===== src/rtl/mon_pkg.sv =====
// Shared types and constants for the monitor-bus transmit path.
package mon_pkg;

  localparam int MON_DATA_W = 40;
  localparam int CNT_W      = 6;

  localparam logic START_BIT = 1'b1;
  localparam logic IDLE_LVL  = 1'b0;

  typedef enum logic [2:0] {
    IDLE,
    START,
    DATA,
    PARITY,
    GAP
  } tx_state_t;

endpackage


===== src/rtl/mon_tx_fifo.sv =====
// Two-entry word buffer in front of the monitor-bus serialiser.
module mon_tx_fifo
  import mon_pkg::*;
#(
  parameter int DATA_W = MON_DATA_W
) (
  input  logic              clk_i,
  input  logic              rst_i,
  input  logic              push_i,
  input  logic [DATA_W-1:0] data_i,
  input  logic              pop_i,
  output logic [DATA_W-1:0] data_o,
  output logic              full_o,
  output logic              empty_o,
  output logic [1:0]        count_o
);

  logic [DATA_W-1:0] mem_q [2];
  logic              wr_ptr_q, wr_ptr_d;
  logic              rd_ptr_q, rd_ptr_d;
  logic [1:0]        count_q, count_d;
  logic              push_ok, pop_ok;

  assign full_o  = (count_q == 2'd2);
  assign empty_o = (count_q == 2'd0);
  assign count_o = count_q;
  assign data_o  = mem_q[rd_ptr_q];

  assign push_ok = push_i && !full_o;
  assign pop_ok  = pop_i && !empty_o;

  // NOTE: every always_comb output gets a default first so no path leaves it unassigned (no latch).
  always_comb begin
    wr_ptr_d = wr_ptr_q ^ push_ok;
    rd_ptr_d = rd_ptr_q ^ pop_ok;
    count_d  = count_q;
    case ({push_ok, pop_ok})
      2'b10:   count_d = count_q + 2'd1;
      2'b01:   count_d = count_q - 2'd1;
      default: count_d = count_q;
    endcase
  end

  always_ff @(posedge clk_i or posedge rst_i) begin
    if (rst_i) begin
      wr_ptr_q <= 1'b0;
      rd_ptr_q <= 1'b0;
      count_q  <= 2'd0;
    end else begin
      wr_ptr_q <= wr_ptr_d;
      rd_ptr_q <= rd_ptr_d;
      count_q  <= count_d;
    end
  end

  // NOTE: storage is deliberately not reset; the pointers and count alone define which entries are valid.
  always_ff @(posedge clk_i) begin
    if (push_ok) begin
      mem_q[wr_ptr_q] <= data_i;
    end
  end

endmodule


===== src/rtl/mon_frame_tx.sv =====
// Monitor-bus frame serialiser: start bit, DATA_W bits MSB first, optional parity, GAP_BITS idle zeros.
// Optional even-parity bit after the data is enabled by defining MON_TX_PARITY_EN.
module mon_frame_tx
  import mon_pkg::*;
#(
  parameter int DATA_W   = MON_DATA_W,
  parameter int GAP_BITS = 2
) (
  input  logic              mon_clk,
  input  logic              reset,
  input  logic [DATA_W-1:0] in_data,
  input  logic              in_valid,
  output logic              in_ready,
  output logic              from_mon,
  output logic              busy,
  output logic              tx_done
);

  localparam logic [CNT_W-1:0] DATA_LAST = CNT_W'(DATA_W - 1);
  localparam logic [CNT_W-1:0] GAP_LAST  = CNT_W'(GAP_BITS - 1);

  tx_state_t         state_q;
  logic [CNT_W-1:0]  cnt_q;
  logic [DATA_W-1:0] shift_q;
  logic              from_mon_q;
  logic              tx_done_q;
  logic              busy_q;
`ifdef MON_TX_PARITY_EN
  logic              parity_q;
`endif

  logic              fifo_push;
  logic              fifo_pop;
  logic              fifo_full;
  logic              fifo_empty;
  logic [1:0]        fifo_count;
  logic [DATA_W-1:0] fifo_head;

  // in_ready depends only on the registered fill level, never on in_valid.
  assign in_ready  = !fifo_full;
  assign fifo_push = in_valid && in_ready;
  assign fifo_pop  = !fifo_empty &&
                     ((state_q == IDLE) || ((state_q == GAP) && (cnt_q == GAP_LAST)));

  mon_tx_fifo #(
    .DATA_W (DATA_W)
  ) u_fifo (
    .clk_i   (mon_clk),
    .rst_i   (reset),
    .push_i  (fifo_push),
    .data_i  (in_data),
    .pop_i   (fifo_pop),
    .data_o  (fifo_head),
    .full_o  (fifo_full),
    .empty_o (fifo_empty),
    .count_o (fifo_count)
  );

  assign from_mon = from_mon_q;
  assign tx_done  = tx_done_q;
  assign busy     = busy_q;

  // Every output is registered from the pre-edge state, so busy lines up with the bit on from_mon.
  always_ff @(posedge mon_clk or posedge reset) begin
    if (reset) begin
      state_q    <= IDLE;
      cnt_q      <= '0;
      shift_q    <= '0;
      from_mon_q <= IDLE_LVL;
      tx_done_q  <= 1'b0;
      busy_q     <= 1'b0;
`ifdef MON_TX_PARITY_EN
      parity_q   <= 1'b0;
`endif
    end else begin
      tx_done_q <= 1'b0;
      busy_q    <= (state_q != IDLE) || (fifo_count != 2'd0);
      case (state_q)
        IDLE: begin
          from_mon_q <= IDLE_LVL;
          if (fifo_pop) begin
            shift_q  <= fifo_head;
`ifdef MON_TX_PARITY_EN
            parity_q <= ^fifo_head;
`endif
            cnt_q    <= '0;
            state_q  <= START;
          end
        end
        START: begin
          from_mon_q <= START_BIT;
          cnt_q      <= '0;
          state_q    <= DATA;
        end
        DATA: begin
          from_mon_q <= shift_q[DATA_W-1];
          shift_q    <= {shift_q[DATA_W-2:0], 1'b0};
          if (cnt_q == DATA_LAST) begin
            cnt_q <= '0;
`ifdef MON_TX_PARITY_EN
            state_q <= PARITY;
`else
            state_q <= GAP;
`endif
          end else begin
            cnt_q <= cnt_q + CNT_W'(1);
          end
        end
`ifdef MON_TX_PARITY_EN
        PARITY: begin
          from_mon_q <= parity_q;
          cnt_q      <= '0;
          state_q    <= GAP;
        end
`endif
        GAP: begin
          from_mon_q <= IDLE_LVL;
          if (cnt_q == GAP_LAST) begin
            tx_done_q <= 1'b1;
            cnt_q     <= '0;
            // A queued word skips IDLE so the spacing stays exactly GAP_BITS.
            if (fifo_pop) begin
              shift_q  <= fifo_head;
`ifdef MON_TX_PARITY_EN
              parity_q <= ^fifo_head;
`endif
              state_q  <= START;
            end else begin
              state_q  <= IDLE;
            end
          end else begin
            cnt_q <= cnt_q + CNT_W'(1);
          end
        end
        default: begin
          from_mon_q <= IDLE_LVL;
          cnt_q      <= '0;
          state_q    <= IDLE;
        end
      endcase
    end
  end

endmodule


===== config.mk =====
export PLATFORM = sky130hd
export DESIGN_NAME = mon_frame_tx
export DESIGN_NICKNAME = d
export VERILOG_FILES = /design/src/rtl/mon_pkg.sv /design/src/rtl/mon_tx_fifo.sv /design/src/rtl/mon_frame_tx.sv
export SDC_FILE = /design/constraint.sdc
export NUM_CORES = 1
export LEC_CHECK = 0
export ABC_CLOCK_PERIOD_IN_PS = 4350
export CORE_MARGIN = 2
export CORE_UTILIZATION = 45
export CTS_CLUSTER_DIAMETER = 50
export CTS_CLUSTER_SIZE = 16
export DETAILED_ROUTE_END_ITERATION = 10
export PLACE_DENSITY_LB_ADDON = 0.3
export SLEW_MARGIN = 20
export SYNTH_ARGS = -nofsm -noshare
export SYNTH_HDL_FRONTEND = slang
export SYNTH_SLANG_ARGS = --single-unit

===== constraint.sdc =====
create_clock -name mon_clk -period 4.35 [get_ports mon_clk]
set_clock_uncertainty 0.15 [all_clocks]
set_input_delay 1.305 -clock mon_clk [delete_from_list [all_inputs] [get_ports mon_clk]]
set_output_delay 1.305 -clock mon_clk [all_outputs]
set_load 0.03 [all_outputs]

==> impl_results.md <==
* Crit Path Category: reg -> out
* Hold Path Stages at 1
* R2R setup slack at 2.07 ns
* Final nets at 488
* Iteration count of the initial detailed-routing pass at 4
* Clk sinks at 136
* CTS tree: done
* Dpl ws at 1.22 ns
* Initial Util at 0.456
* Post-CTS setup buffer count at 0
* Yosys warns at 0
* Area Growth Syn to Fin at 22.2%
* Ant. Diodes at 0
* HP Class: reg -> reg
* Worst slew margin at 0.330
* Detailed placement HPWL at 5.61 mm
* Worst Tran Pin Value at 0.997 ns
* Top post-synthesis cells by area: edfxtp_1 42%, dfrtp_1 25%, mux2_4 10%
* Commonest cells after routing, fill and taps aside: 80 x edfxtp_1, 55 x dfrtp_1, 49 x nand2_1
* CP max stage cell: clkdlybuf4s50_1
* Final setup viols at 0
* Worst path top cell family by delay: buffers and inverters
* RSZ-0062 raised after global routing: no
* Die Height at 117 um
* Worst setup margin at 1.27 ns
* Period utilisation layout at 0.708
* Die width at 117 um
* CP bufs+invs at 1
* Fill cells at 1031
* Total number of vias at 3159
* Maximum buffer depth of the clock tree at 2
* Routability cong. at 0.770
* Clk_lat worst skew at 0.42 ns
* CP required at 2.89 ns
* First-pass GRT wire length at 16.0 mm
* Share of cells above drive strength 1 at 0.183
* Commonest non-fill, non-tap cell in the layout: edfxtp_1
* Iter 0 DRT Violations at 170
* Num CTS Buffers at 17
* Register area at 3800 um^2
* Avg Inst Size Synth at 14.7 um^2
* Seq/Total Area, Yosys at 0.667
* DR vias/cell at 5.05
* Post-Syn Area at 5700 um^2
* Port bufs at 46
* Area of the multi-input gates at 1770 um^2
* Critical path origin: u_fifo.count_o[0]$_DFFE_PP0P_
* Post-synth net total at 436
* Pin count of the biggest net entering global routing at 81
* Final min period at 3.08 ns
* R2R depth at 5
* Nature of the critical path endpoint: primary output
* Status: finished, final reports clean
* I/O pin cnt at 47
* Setup total negative slack at 0 ns
* Area leader, netlist: edfxtp_1
* Worst Hold Endpoint: u_fifo.count_o[1]$_DFFE_PP0P_
* All-layer global routing usage at 0.158
* Die area at 13600 um^2
* Worst path max stage delay at 0.67 ns
* Distinct cells, synth at 38
* Core ar. at 12500 um^2
* Reg clk slew, reported paths at 0.06 ns
* Min Hold Slack at 0.344 ns
* Post-cts sizing count at 0
* Routed Antenna Nets at 0
* Max-cap viol count at 0
* Worst hold start: u_fifo.count_o[1]$_DFFE_PP0P_
* Routed wire length per instance at 15.4 um
* Static Leak at 2.77 nW
* Worst R2R Start: cnt_q[5]$_DFFE_PP0P_
* # H-tree levels at 4
* Final Hold Violating Endpoints at 0
* PD cells at 763 nW/um^2
* Clk root buf: clkbuf_16
* Critical Path, Cell by Cell: nand2b_1 > clkdlybuf4s50_1
* Top fanout value on the critical path at 4
* CTS Hold Bufs at 0
* Total Wirelength at 9.63 mm
* Slew Viols, Final at 0
* CP arrival at 1.62 ns
* DRC viols at 0
* Vias in the first global route at 3202
* Reg2reg end: shift_q[23]$_DFFE_PP0P_
* Setup crit start kind: flop
* Total global routing overflow at 0
* Peak VDD IR at 0.358 mV
* #FFs+latches synth at 136
* FP Rows at 41
* Antenna violations before repair at 0
* Synth top area share at 0.421
* F_max at 325 MHz
* Synth Instances at 388
## worst max-delay path by stage
stage               cells after the start                       endpoint  slack [ns]
global placement                        5  u_fifo.mem_q[1][11]$_DFFE_PP_        1.26
finish                                  2                       in_ready        1.27
CTS                                     2                       in_ready        1.26
global route                            2                       in_ready        1.21
floorplan                               3   u_fifo.mem_q[1][0]$_DFFE_PP_        1.34
detailed placement                      5  u_fifo.mem_q[0][11]$_DFFE_PP_        1.22
## worst register-to-register path: cells and delay by family (launching register included)
family	cells	cell delay [ns]
flip-flops	1	0.46
AND/OR/NAND/NOR	2	0.45
multiplexers	1	0.42
buffers and inverters	1	0.35
AO/OA/AOI/OAI	1	0.33
## kinds of logic after synthesis
| kind of cell | count (synthesis) | share of synthesized area |
|---|---|---|
| DFF | 136 | 0.667 |
| xor gates and xnor gates | 4 | 0.00614 |
| muxes | 79 | 0.172 |
| adders and majority gates | 5 | 0.0110 |
| and+or+nand+nor | 77 | 0.0625 |
| AOI/OAI and AO/OA | 59 | 0.0568 |
| buffers and inverters | 28 | 0.0244 |
## layout make-up
cell class | count | share of cell area
Tap cell | 172 | 0.0309
Clock inverter | 12 | 0.0285
Sequential cell | 136 | 0.546
Multi-Input combinational cell | 224 | 0.254
Clock buffer | 20 | 0.0626
Timing Repair Buffer | 53 | 0.0736
Inverter | 8 | 0.00431
## stage by stage
step,util,area [um^2],cells,total power [mW]
3_5_place_dp,0.506,6340,593,3.81
5_1_grt,0.557,6970,625,5.64
2_1_floorplan,-,5700,388,3.49
3_3_place_gp,0.506,6340,593,3.75
6_report,0.557,6970,625,5.32
4_1_cts,0.557,6970,625,5.37
## where the power goes
part           switching, mW  internal (mW)
sequential             0.234           1.83
clock                  0.525           1.02
combinational          0.787          0.930
## routing by layer
metal | vias to the layer above | wire [um] | share of wire | GRT usage
met3 | 12 | 361 | 0.038 | 0.0498
met4 | 0 | 189 | 0.020 | 0.0667
met5 | - | 0 | 0 | 0
li1 | 1514 | - | - | -
met1 | 1573 | 4400 | 0.46 | 0.204
met2 | 60 | 4670 | 0.49 | 0.251
## state kept, by name (all words and copies together), names as in the netlist
signal and cells:
busy 1, cnt_q 6, from_mon 1, shift_q 40
state_q 3, tx_done 1, u_fifo.count_o 2, u_fifo.mem_q 80
u_fifo.rd_ptr_q 1, u_fifo.wr_ptr_q 1
## cells in the mapped netlist
library cell,n
o311ai_1,1
nor4_4,1
o21ai_0,38
nand2_1,49
edfxtp_1,80
nor2b_1,2
clkbuf_1,13
buf_6,4
a21oi_1,7
o2111ai_1,1
a211o_1,1
o21ai_1,5
xor2_1,2
a32o_1,1
nor2_1,12
inv_2,1
o211ai_1,3
inv_1,7
ha_1,5
nand4_1,1
nor3_1,1
or2_1,1
mux2_4,38
or3b_1,1
nor3b_2,1
buf_2,2
xnor2_1,2
clkbuf_2,1
mux2_2,1
nand3b_1,2
a41oi_1,1
o22ai_1,1
mux2i_1,40
nand3_1,2
or3b_2,2
nor4_1,1
nand2b_1,1
dfrtp_1,56
Note: power is estimated with default switching activity, not from simulation.
